File: src/rtl/lag_sample_scheduler.sv
// Pacing stage for the lag/echo FP64 datapath: buffers samples and
// releases one per sampling period, with strobe, enable and fault tracking.
module lag_sample_scheduler #(
    parameter int SAMPLE_DIV    = 25,
    parameter int FIFO_DEPTH    = 16,
    parameter int PRIME_SAMPLES = 4
) (
    input  logic                          clk_operation,
    input  logic                          rst,
    input  logic                          start,
    input  logic                          stop,
    input  logic [63:0]                   in_data,
    input  logic                          in_valid,
    output logic                          in_ready,
    input  logic                          lag_ready,
    output logic [63:0]                   signal,
    output logic                          sampling_cycle_counter,
    output logic                          enable_sampling,
    output logic                          enable,
    output logic                          busy,
    output logic [$clog2(FIFO_DEPTH):0]   fifo_level,
    output logic [15:0]                   underrun_count,
    output logic                          overrun
);

    localparam int AW = $clog2(FIFO_DEPTH);
    localparam int LW = AW + 1;
    localparam int DW = $clog2(SAMPLE_DIV);
    localparam int PW = $clog2(PRIME_SAMPLES + 1);

    typedef enum logic [1:0] {
        IDLE,
        PRIME,
        RUN
    } state_t;

    state_t          state;
    logic [DW-1:0]   div_cnt;
    logic [PW-1:0]   prime_cnt;
    logic [63:0]     mem [FIFO_DEPTH];
    logic [AW-1:0]   wr_ptr;
    logic [AW-1:0]   rd_ptr;
    logic            active;
    logic            fifo_empty;
    logic            tick;
    logic            push;
    logic            pop;

    assign active     = (state != IDLE);
    assign fifo_empty = (fifo_level == '0);
    // stop outranks the tick, so a stop in the tick cycle pops nothing
    assign tick       = active && !stop && (div_cnt == DW'(SAMPLE_DIV - 1));
    assign in_ready   = !rst && (fifo_level < LW'(FIFO_DEPTH));
    assign push       = in_valid && in_ready;
    assign pop        = tick && !fifo_empty;

    assign busy            = active;
    assign enable_sampling = active;

    always_ff @(posedge clk_operation) begin
        if (push) begin
            mem[wr_ptr] <= in_data;
        end
    end

    always_ff @(posedge clk_operation) begin
        if (rst) begin
            wr_ptr     <= '0;
            rd_ptr     <= '0;
            fifo_level <= '0;
        end else begin
            if (push) begin
                wr_ptr <= wr_ptr + AW'(1);
            end
            if (pop) begin
                rd_ptr <= rd_ptr + AW'(1);
            end
            case ({push, pop})
                2'b10:   fifo_level <= fifo_level + LW'(1);
                2'b01:   fifo_level <= fifo_level - LW'(1);
                default: fifo_level <= fifo_level;
            endcase
        end
    end

    always_ff @(posedge clk_operation) begin
        if (rst) begin
            state                  <= IDLE;
            div_cnt                <= '0;
            prime_cnt              <= '0;
            signal                 <= '0;
            sampling_cycle_counter <= 1'b1;
            enable                 <= 1'b0;
            underrun_count         <= '0;
            overrun                <= 1'b0;
        end else begin
            sampling_cycle_counter <= 1'b1;
            enable                 <= 1'b0;
            case (state)
                IDLE: begin
                    div_cnt <= '0;
                    if (start && !stop) begin
                        state          <= PRIME;
                        prime_cnt      <= '0;
                        overrun        <= 1'b0;
                        underrun_count <= '0;
                    end
                end
                PRIME, RUN: begin
                    if (stop) begin
                        state   <= IDLE;
                        div_cnt <= '0;
                    end else begin
                        // decisions taken in the strobe cycle itself
                        if (!sampling_cycle_counter) begin
                            if (state == PRIME) begin
                                prime_cnt <= prime_cnt + PW'(1);
                                if (prime_cnt == PW'(PRIME_SAMPLES - 1)) begin
                                    state  <= RUN;
                                    enable <= 1'b1;
                                end
                            end else if (lag_ready) begin
                                enable <= 1'b1;
                            end else begin
                                overrun <= 1'b1;
                            end
                        end
                        if (tick) begin
                            div_cnt <= '0;
                            if (!fifo_empty) begin
                                signal                 <= mem[rd_ptr];
                                sampling_cycle_counter <= 1'b0;
                            end else if (underrun_count != 16'hFFFF) begin
                                underrun_count <= underrun_count + 16'd1;
                            end
                        end else begin
                            div_cnt <= div_cnt + DW'(1);
                        end
                    end
                end
                default: state <= IDLE;
            endcase
        end
    end

endmodule

File: config.mk
export PLATFORM = sky130hd
export DESIGN_NAME = lag_sample_scheduler
export DESIGN_NICKNAME = d
export VERILOG_FILES = /design/src/rtl/lag_sample_scheduler.sv
export SDC_FILE = /design/constraint.sdc
export NUM_CORES = 1
export LEC_CHECK = 0
export CAP_MARGIN = 20
export CORE_ASPECT_RATIO = 2
export CORE_MARGIN = 10
export CORE_UTILIZATION = 38
export CTS_BUF_LIST = sky130_fd_sc_hd__clkbuf_16
export CTS_CLUSTER_DIAMETER = 100
export DETAILED_ROUTE_END_ITERATION = 8
export RECOVER_POWER = 100
export SYNTH_ARGS = -nofsm -noshare
export SYNTH_HDL_FRONTEND = slang
export SYNTH_SLANG_ARGS = --single-unit
File: constraint.sdc
create_clock -name clk_operation -period 8.36 [get_ports clk_operation]
set_input_delay 1.672 -clock clk_operation [delete_from_list [all_inputs] [get_ports clk_operation]]
set_output_delay 1.672 -clock clk_operation [all_outputs]
set_load 0.02 [all_outputs]
==> results of run 1 <==
[power groups by stage]
| stage | registers (mW) | logic (mW) | clock network [mW] |
|---|---|---|---|
| CTS | 6.20 | 0.232 | 4.54 |
| global route | 6.20 | 0.239 | 4.75 |
| detailed placement | 6.33 | 0.232 | 0 |
| floorplan | 6.33 | 0.0779 | 0 |
| global placement | 6.32 | 0.221 | 0 |
| finish | 6.20 | 0.218 | 4.43 |
[kinds of logic (layout without fill, tap and decap cells)]
family          Yosys count  in the layout  synth area share [%]
flops                  1130           1130                  77.0
other cells               0              3                     0
xor+xnor                 10             10                 0.205
mux                     328            328                  15.2
simple gates            128            128                  1.49
fa+ha+maj                18             18                 0.528
compound gates          263            263                  4.35
buf+inv                 131            395                  1.24
[layer usage]
layer | part of all wire (%) | track usage, % | wire, µm
met1 | 39 | 18.1 | 38200
met4 | 2.2 | 4.30 | 2170
met3 | 4.8 | 3.09 | 4750
met2 | 54 | 28.5 | 53900
met5 | 0.11 | 0 | 109
[cell type report]
| type | instances | area (µm²) |
|---|---|---|
| Fill cell | 9486 | 62100 |
| Tap cell | 1487 | 1860 |
| Multi-Input combinational cell | 747 | 9360 |
| Timing Repair Buffer | 196 | 1860 |
| Inverter | 18 | 67.6 |
| Sequential cell | 1130 | 32900 |
| Clock buffer | 98 | 2450 |
| Antenna cell | 3 | 7.51 |
| Clock inverter | 83 | 647 |
[worst max-delay path, stage by stage]
cell,delay [ns]
sky130_fd_sc_hd__dlygate4sd3_1,0.53
sky130_fd_sc_hd__clkbuf_1,0.74
sky130_fd_sc_hd__nor2_1,0.40
sky130_fd_sc_hd__and2_0,0.63
sky130_fd_sc_hd__nand2_1,0.35
sky130_fd_sc_hd__nor2_4,0.16
sky130_fd_sc_hd__clkbuf_1,2.07
[per-stage QoR]
stage / std cells / util, % / setup slack, ns / total power, mW
floorplan: 2008 / - / 0.626 / 6.41
global placement: 3578 / 41.5 / 2.96 / 6.54
detailed placement: 3578 / 41.5 / 2.87 / 6.56
CTS: 3759 / 44.3 / 3.45 / 11.0
global route: 3761 / 44.2 / 1.73 / 11.2
finish: 3762 / 44.2 / 1.99 / 10.8
[layout by cell type, fill, tap and decap left out, types with 23 or more instances in the layout]
| master | n |
|---|---|
| sky130_fd_sc_hd__nand2_1 | 23 |
| sky130_fd_sc_hd__mux4_2 | 256 |
| sky130_fd_sc_hd__o21ai_0 | 76 |
| sky130_fd_sc_hd__dfxtp_1 | 102 |
| sky130_fd_sc_hd__a22oi_1 | 64 |
| sky130_fd_sc_hd__a22o_1 | 65 |
| sky130_fd_sc_hd__dlygate4sd3_1 | 158 |
| sky130_fd_sc_hd__edfxtp_1 | 1024 |
| sky130_fd_sc_hd__inv_1 | 44 |
| sky130_fd_sc_hd__clkbuf_16 | 98 |
| sky130_fd_sc_hd__mux2i_1 | 71 |
| sky130_fd_sc_hd__nor2_1 | 35 |
[worst paths after layout]
path	startpoint	end	slack, ns	depth (start not counted)
setup reg to reg	state[0]	signal[63]	3.46	6
hold / removal	prime_cnt[1]	prime_cnt[1]	0.47	2
hold reg to reg	prime_cnt[1]	prime_cnt[1]	0.47	2
setup / recovery	rst	mem[13][20]	1.99	7
[state kept, by name, indices dropped and copies added, names as in the netlist]
name	flops
mem	1024
rd_ptr	4
wr_ptr	4
sampling_cycle_counter	1
overrun	1
fifo_level	5
signal	64
prime_cnt	3
div_cnt	5
enable	1
state	2
underrun_count	16
==> summary.md, run 1 <==
| Metric | Value |
|---|---|
| Area overhead of the layout relative to synthesis | `15.1%` |
| Boundary pin count | `161` |
| Chip Width | `approximately 260 µm` |
| Cts hold-fix bufs | `0` |
| Synthesized area per cell | `21.3 µm²` |
| Cell area after synthesis | `42700 µm²` |
| Setup clock skew after layout | `0.0191 ns` |
| H-Tree Level Count | `3` |
| Worst Max-Slew Pin Slew | `3.47 ns` |
| Failing checks | `capacitance limit, slew limit` |
| Number of nets in the synthesized netlist | `2096` |
| Vias in the first global route | `between 20000 and 25000` |
| Setup TNS | `0 ns` |
| Area of all placed cells without fillers | `49100 µm²` |
| Number of instances in the synthesized netlist | `2008` |
| Peak VDD IR | `0.164 mV` |
| Max transition margin | `-131%` |
| CP startpoint kind | `input pin` |
| HPWL after detailed placement | `roughly 57 mm` |
| EDFF count, synth | `approximately 1000` |
| Power Dens Cells | `approximately 220 nW/µm²` |
| Flip-flop cell with the highest count after synthesis | `sky130_fd_sc_hd__edfxtp_1` |
| Data arrival time of the critical path | `6.59 ns` |
| Total global-route track usage | `~16%` |
| Path type of the worst min-delay path | `reg -> reg` |
| Number of antenna violations at the first check in global routing | `18` |
| Postcts setup bufs | `0` |
| Clock tree root driver cell | `sky130_fd_sc_hd__clkbuf_16` |
| Ratio of cells with drive above 1 in the final layout | `between 10% and 20%` |
| Starting Density | `around two fifths` |
| Later-pin clock latency in the skew report | `just under 0.7 ns` |
| Residual antenna-violating net count after detailed routing | `0` |
| Number of CTS-inserted buffers | `slightly below 100` |
| Final setup viols | `0` |
| First-pass detailed-route iteration total | `5` |
| Largest net degree at the start of global routing | `97` |
| Internal power consumption | `8.69 mW` |
| Sinks on the clock net | `1130` |
| Lkg Pwr | `about 15 nW` |
| Area share of the leading cell type in the synthesized netlist | `72.0%` |
| Port-buffer cells | `160` |
| Outcome | `complete, but fails checks` |
| Number of hold violations in the final report | `0` |
| Fmax | `0.157 GHz` |
| Via-to-Cell Ratio | `between 5 and 6` |
| Row count | `173` |
| Post-route worst hold slack | `around 0.47 ns` |
| Total gr overflow | `0` |
| Share of the yosys chip area belonging to registers | `around three quarters` |
| Synthesis warning total | `0` |
| Via total after detailed routing | `20400` |
| Clock slew at reported path FFs | `0.07 ns` |
| Number of max-capacitance violations reported | `13` |
| Maximum buffer depth of the clock tree | `3` |
| Commonest cells post-synth | `sky130_fd_sc_hd__edfxtp_1, sky130_fd_sc_hd__mux4_2, sky130_fd_sc_hd__dfxtp_1` |
| Global-route wire length before repair | `148 mm` |
| Number of design-rule violations left by the first detailed-router iteration | `1538` |
| Setup repair after global routing missed its margin | `no` |
| CP endpoint kind | `flip-flop` |
| Top fanout value on the critical path | `36` |
| Worst Path Required | `8.57 ns` |
| Clock group share of total power | `40.8%` |
| Time the final worst path needs with I/O delays and setup | `6.37 ns` |
| Fin nets | `2278` |
| Number of distinct standard cells referenced by the synthesized netlist | `56` |
| Drt drc | `0` |
| Power dissipated by switching net loads | `2.16 mW` |
| GP Congestion | `0.753` |
| Leading cell types by total area after synthesis | `sky130_fd_sc_hd__edfxtp_1, sky130_fd_sc_hd__mux4_2, sky130_fd_sc_hd__dfxtp_1` |
| Most instantiated library cell after synthesis | `sky130_fd_sc_hd__edfxtp_1` |
| CTS resizes | `0` |
| Async S/R FF share, synth | `0%` |
| Clock tree from TritonCTS | `yes` |
| FF+latch count, synth | `1130` |
| Die Footprint | `127000 µm²` |
| Net switching fraction of the power | `approximately 20%` |
| Die outline height | `494 µm` |
| Count of final max-slew check failures | `530` |
| Cell type with the largest total area after synthesis | `sky130_fd_sc_hd__edfxtp_1` |
| Total routed wirelength | `99.1 mm` |
| Tcrit/Tclk final | `76.2%` |
| Core Box Area | `111000 µm²` |
| Post-DR wirelength/cell | `26.3 µm` |
| Classification of the worst setup path | `in -> reg` |
| Power share of the sequential group | `a little under three fifths` |
| Placed cell areas | `46200 µm²` |
| Logic pwr share | `around 2.0%` |
Power figures use the tool's default switching activity.
==> run 2, diff against run 1 <==
clock period = 6.58 ns   (was 8.36 ns; I/O delays follow)
==> run 2 against run 1 <==
Net effect:
- power rose by 26%
- non-clock buffer count is 5 higher
- the run still ends with capacitance limit, slew limit left
- flip-flop and latch count unchanged
- count of clock-buffer cells in the layout down 2
- sequential power up 27%
- critical path type unchanged
- via count increased by 0.23%
==> summary.md, run 2 (same netlist as run 1, synthesis figures left out) <==
| Metric | Value |
|---|---|
| Setup clock skew after layout | `0.0212 ns` |
| Number of antenna violations at the first check in global routing | `21` |
| CTS resizes | `0` |
| Top cell family by delay on the critical path | `simple AND/OR/NAND/NOR gates` |
| Classification of the worst setup path | `in -> reg` |
| HPWL after detailed placement | `53.2 mm` |
| Via-to-Cell Ratio | `5.43` |
| Fin nets | `between 2000 and 2500` |
| Cts hold-fix bufs | `0` |
| Number of hold violations in the final report | `0` |
| Post-DR wirelength/cell | `around 26 µm` |
| Fmax | `~0.19 GHz` |
| Via total after detailed routing | `20500` |
| Residual antenna-violating net count after detailed routing | `0` |
| Postcts setup bufs | `0` |
| Area of the multi-input gates | `9330 µm²` |
| Most frequent standard cell in the layout excluding fill and tap cells | `sky130_fd_sc_hd__edfxtp_1` |
| Met1 track demand over resource in global routing | `18.8%` |
| Filler Cell Count | `9516` |
| Later-pin clock latency in the skew report | `around 0.70 ns` |
| Beginning of the critical path | `rst` |
| Worst path most repeated cell | `sky130_fd_sc_hd__nor2_1` |
| Final setup viols | `0` |
| Chip Width | `between 200 and 300 µm` |
| Most frequent cells in the layout | `sky130_fd_sc_hd__edfxtp_1, sky130_fd_sc_hd__mux4_2, sky130_fd_sc_hd__dlygate4sd3_1, sky130_fd_sc_hd__dfxtp_1, sky130_fd_sc_hd__clkbuf_16` |
| Clock tree from TritonCTS | `yes` |
| CP endpoint kind | `flip-flop` |
| Area overhead of the layout relative to synthesis | `15.1%` |
| Largest register by flop count | `mem` |
| Busiest grt layer | `met2` |
| Global routing met2 resource utilization | `27.4%` |
| Boundary pin count | `161` |
| Number of CTS-inserted buffers | `96` |
| H-Tree Level Count | `3` |
| Max reg flops | `1024` |
| Largest net degree at the start of global routing | `90` |
| Data arrival time of the critical path | `5.49 ns` |
| Biggest regs | `mem (1024), signal (64), underrun_count (16)` |
| Clock tree root driver cell | `sky130_fd_sc_hd__clkbuf_16` |
| Drt drc | `0` |
| Core Box Area | `~110000 µm²` |
| Max transition margin | `-69.2%` |
| Worst setup slack after layout | `1.38 ns` |
| Failing checks | `capacitance limit, slew limit` |
| Number of max-capacitance violations reported | `16` |
| Path type of the worst min-delay path | `reg -> reg` |
| Setup repair after global routing missed its margin | `no` |
| Global-route track usage on met3 | `2.83%` |
| Worst Max-Slew Pin Slew | `2.54 ns` |
| Count of final max-slew check failures | `641` |
| Port-buffer cells | `160` |
| Number of design-rule violations left by the first detailed-router iteration | `1573` |
| Final core occ | `between 40 and 50%` |
| Starting Density | `38.4%` |
| Die Footprint | `127000 µm²` |
| Hold Crit Start | `signal[41]` |
| Peak VDD IR | `0.187 mV` |
| GP Congestion | `0.749` |
| Total global-route track usage | `15.4%` |
| Total gr overflow | `0` |
| Power share of the sequential group | `approximately 58%` |
| Outcome | `complete, but fails checks` |
| Top fanout value on the critical path | `36` |
| Register area | `32900 µm²` |
| Row count | `173` |
| Power dissipated by switching net loads | `2.74 mW` |
| Ratio of cells with drive above 1 in the final layout | `19.4%` |
| Setup TNS | `0 ns` |
| Die outline height | `494 µm` |
| First-pass detailed-route iteration total | `5` |
| Lkg Pwr | `15.1 nW` |
| Number of buffer and inverter stages on the critical path | `3` |
| Time the final worst path needs with I/O delays and setup | `5.20 ns` |
| Power Dens Cells | `278 nW/µm²` |
| CP startpoint kind | `input pin` |
| Logic pwr share | `about 2.0%` |
| Maximum buffer depth of the clock tree | `3` |
| Setup slack after placement | `2.03 ns` |
| Global-route wire length before repair | `147 mm` |
| Vias in the first global route | `22000` |
| Crit-path slowest cell | `sky130_fd_sc_hd__nor2_1` |
| Launching point of the worst reg2reg path | `state[0]` |
| Internal power consumption | `10.9 mW` |
| Clock slew at reported path FFs | `0.06 ns` |
| Tcrit/Tclk final | `between 70% and 80%` |
| Total routed wirelength | `97.8 mm` |
| Worst Path Required | `between 6 and 7 ns` |
| Post-route worst hold slack | `roughly 0.47 ns` |
| Net switching fraction of the power | `approximately a fifth` |
| Critical path, cell by cell | `dlygate4sd3_1 > buf_4 > nor2_1 > and2_0 > nand2_1 > nor2_1 > clkbuf_2` |
| Power, Total | `13.7 mW` |
| Sinks on the clock net | `1130` |
| Clock group share of total power | `40.4%` |
| Max stage delay on crit path | `1.21 ns` |
[run 2: per-layer routing]
layer	up-vias	share of wire, %	wire (µm)
met4	18	2.0	1980
met5	-	0.12	116
met2	618	53	51900
met3	147	5.2	5040
li1	8816	-	-
met1	10900	40	38800
[run 2: final cells by class]
class                   count  share of cell area, %
flip-flops and latches   1130                   67.0
multi-input cells         747                   19.0
clock buffers              96                   4.89
repair buffers            201                   3.90
well taps                1487                   3.79
clock inverters            85                   1.32
inverters                  18                  0.138
diodes                      4                 0.0204
[run 2: stage by stage]
stage	cells	cell area [µm²]
final	3768	49100
after CTS	3764	49300
after floorplan	2008	42700
after detailed placement	3583	46300
after global routing	3765	49100
after global placement	3583	46300
[run 2: power groups by stage]
stage                     clock [mW]  combinational [mW]  sequential [mW]
after floorplan                    0              0.0990             8.04
after global placement             0               0.274             8.03
after detailed placement           0               0.287             8.04
after CTS                       5.68               0.287             7.88
after global routing            5.95               0.295             7.88
final                           5.53               0.268             7.88
[run 2: final timing paths]
kind,endpoint,depth (start not counted),slack (ns)
max,mem[11][30],7,1.38
min,signal[41],1,0.47
max reg2reg,signal[63],6,2.48
min reg2reg,signal[41],1,0.47
==> run 3, diff against run 2 <==
clock period = 4.85 ns   (was 6.58 ns; I/O delays follow)
==> run 3 against run 2 <==
Net effect:
- the run still ends with capacitance limit, slew limit left
- worst setup slack worse by 0.32 ns
- cell area grew 0.81%
- power grew 38%
- core utilization grew 0.36 points
- worst hold slack got worse by 0.0088 ns
- register-to-register slack worse by 1.1 ns
- combinational power grew 38%
- die area did not move
- count of clock-buffer cells in the layout up 6
- sequential power rose by 36%
- largest power group unchanged
==> summary.md, run 3 (same netlist as run 1, synthesis figures left out) <==
| Metric | Value |
|---|---|
| Outcome | `complete, but fails checks` |
| Failing checks | `capacitance limit, slew limit` |
| Top fanout value on the critical path | `41` |
| Number of cells after detailed placement | `3592` |
| Number of standard cells in the layout, taps in and fillers out | `between 3000 and 4000` |
| H-Tree Level Count | `3` |
| Setup repair after global routing missed its margin | `no` |
| Area overhead of the layout relative to synthesis | `16.0%` |
| Crit-path slowest cell | `sky130_fd_sc_hd__clkbuf_2` |
| Maximum buffer depth of the clock tree | `3` |
| HPWL after detailed placement | `about 54 mm` |
| Via-to-Cell Ratio | `5.47` |
| CP startpoint kind | `input pin` |
| Biggest regs | `mem (1024), signal (64), underrun_count (16)` |
| Number of max-capacitance violations reported | `3` |
| Residual antenna-violating net count after detailed routing | `0` |
| Cts hold-fix bufs | `0` |
| Total gr overflow | `0` |
| Clock slew at reported path FFs | `~0.070 ns` |
| Final core occ | `44.5%` |
| Sinks on the clock net | `1130` |
| Number of hold violations in the final report | `0` |
| Starting Density | `around two fifths` |
| Max stage delay on crit path | `1.16 ns` |
| Vias in the first global route | `22300` |
| Drt drc | `0` |
| Postcts setup bufs | `0` |
| Ratio of cells with drive above 1 in the final layout | `20.7%` |
| Most frequent standard cell in the layout excluding fill and tap cells | `sky130_fd_sc_hd__edfxtp_1` |
| Number of buffer and inverter stages on the critical path | `2` |
| CP endpoint kind | `flip-flop` |
| Die outline height | `494 µm` |
| Max reg flops | `1024` |
| Clock tree from TritonCTS | `yes` |
| Later-pin clock latency in the skew report | `0.68 ns` |
| Count of final max-slew check failures | `108` |
| CTS resizes | `0` |
| GP Congestion | `0.745` |
| Setup clock skew after layout | `0.0158 ns` |
| Fin nets | `2292` |
| Classification of the worst setup path | `in -> reg` |
| Peak VDD IR | `0.230 mV` |
| Power Dens Cells | `381 nW/µm²` |
| Most frequent cells in the layout | `sky130_fd_sc_hd__edfxtp_1, sky130_fd_sc_hd__mux4_2, sky130_fd_sc_hd__dlygate4sd3_1, sky130_fd_sc_hd__clkbuf_16, sky130_fd_sc_hd__dfxtp_1` |
| Total global-route track usage | `15.6%` |
| Largest register by flop count | `mem` |
| Post-DR wirelength/cell | `26.3 µm` |
| Chip Width | `between 200 and 300 µm` |
| Worst Max-Slew Pin Slew | `1.68 ns` |
| Port-buffer cells | `160` |
| Largest net degree at the start of global routing | `69` |
| Top cell family by delay on the critical path | `buffers and inverters` |
| Data arrival time of the critical path | `4.06 ns` |
| Number of design-rule violations left by the first detailed-router iteration | `about 1500` |
| Setup TNS | `0 ns` |
| Placed cell areas | `46500 µm²` |
| Boundary pin count | `161` |
| Global-route wire length before repair | `around 150 mm` |
| Via total after detailed routing | `20700` |
| Row count | `173` |
| Time the final worst path needs with I/O delays and setup | `3.79 ns` |
| Total routed wirelength | `99.3 mm` |
| Number of CTS-inserted buffers | `a little under 100` |
| Clock tree root driver cell | `sky130_fd_sc_hd__clkbuf_16` |
| Number of antenna violations at the first check in global routing | `19` |
| Worst Path Required | `5.12 ns` |
| Fmax | `~0.26 GHz` |
| Lkg Pwr | `about 15 nW` |
| Path type of the worst min-delay path | `reg -> reg` |
| First-pass detailed-route iteration total | `5` |
| Tcrit/Tclk final | `78.1%` |
| Max transition margin | `-11.9%` |
| Die Footprint | `127000 µm²` |
| Core Box Area | `111000 µm²` |
| Area of all placed cells without fillers | `49500 µm²` |
| Critical path, cell by cell | `dlygate4sd3_1 > nor2_1 > and2_0 > nand2_1 > nor2_4 > clkbuf_2` |
| Final setup viols | `0` |
## run 3: cell count changes in the layout (fill, tap and decap cells not counted), sizes merged
cell           before  now
clkdlybuf4s50       3    4
diode               4    9
buf                26   30
clkinvlp            3    8
clkbuf            111  122
clkinv             43   42
inv                49   35
dlygate4sd3       157  156
bufinv              8   10
## run 3: worst paths after layout
path                start             to  slack [ns]  cells after the start
min          prime_cnt[1]   prime_cnt[1]        0.46                      2
min reg2reg  prime_cnt[1]   prime_cnt[1]        0.46                      2
max reg2reg      state[0]  fifo_level[4]        1.36                     13
max                   rst    mem[15][40]        1.06                      6
## run 3: stage by stage
step / worst slack, ns / power (mW) / hold slack, ns
after global placement: 0.945 / 11.3 / 0.444
after CTS: 1.58 / 19.1 / 0.467
after floorplan: -0.465 / 11.0 / 0.436
final: 1.06 / 18.9 / 0.464
after global routing: 0.876 / 19.5 / 0.490
after detailed placement: 0.975 / 11.3 / 0.457
## run 3: routing by layer
metal	part of all wire (%)	track usage, %	wire, µm	vias up
li1	-	-	-	8822
met1	39	18.8	39000	11100
met2	53	27.7	52200	637
met3	5.9	3.42	5870	151
met4	2.1	4.65	2050	14
met5	0.081	0	80	-
## run 3: layout make-up
class,instances,area [µm²]
inverters,18,67.6
fillers,9451,61700
repair buffers,210,2070
clock inverters,77,644
diodes,9,22.5
multi-input cells,747,9420
clock buffers,102,2550
well taps,1487,1860
flip-flops and latches,1130,32900
## run 3: power breakdown
part | switching, mW | internal [mW]
registers | 0.0200 | 10.7
logic | 0.261 | 0.108
clock network | 3.47 | 4.35
total | 3.76 | 15.1
## run 3: worst reg2reg max path, cell delays in order (launching register included)
cell                        delay (ns)
sky130_fd_sc_hd__dfxtp_1          0.40
sky130_fd_sc_hd__inv_1            0.09
sky130_fd_sc_hd__ha_1             0.30
sky130_fd_sc_hd__nand4bb_1        0.30
sky130_fd_sc_hd__a211oi_2         0.18
sky130_fd_sc_hd__clkbuf_1         0.41
sky130_fd_sc_hd__ha_1             0.44
sky130_fd_sc_hd__xor2_1           0.19
sky130_fd_sc_hd__ha_1             0.25
sky130_fd_sc_hd__inv_1            0.06
sky130_fd_sc_hd__o21ai_0          0.16
sky130_fd_sc_hd__a21oi_1          0.10
sky130_fd_sc_hd__o21bai_1         0.17
sky130_fd_sc_hd__mux2_2           0.34
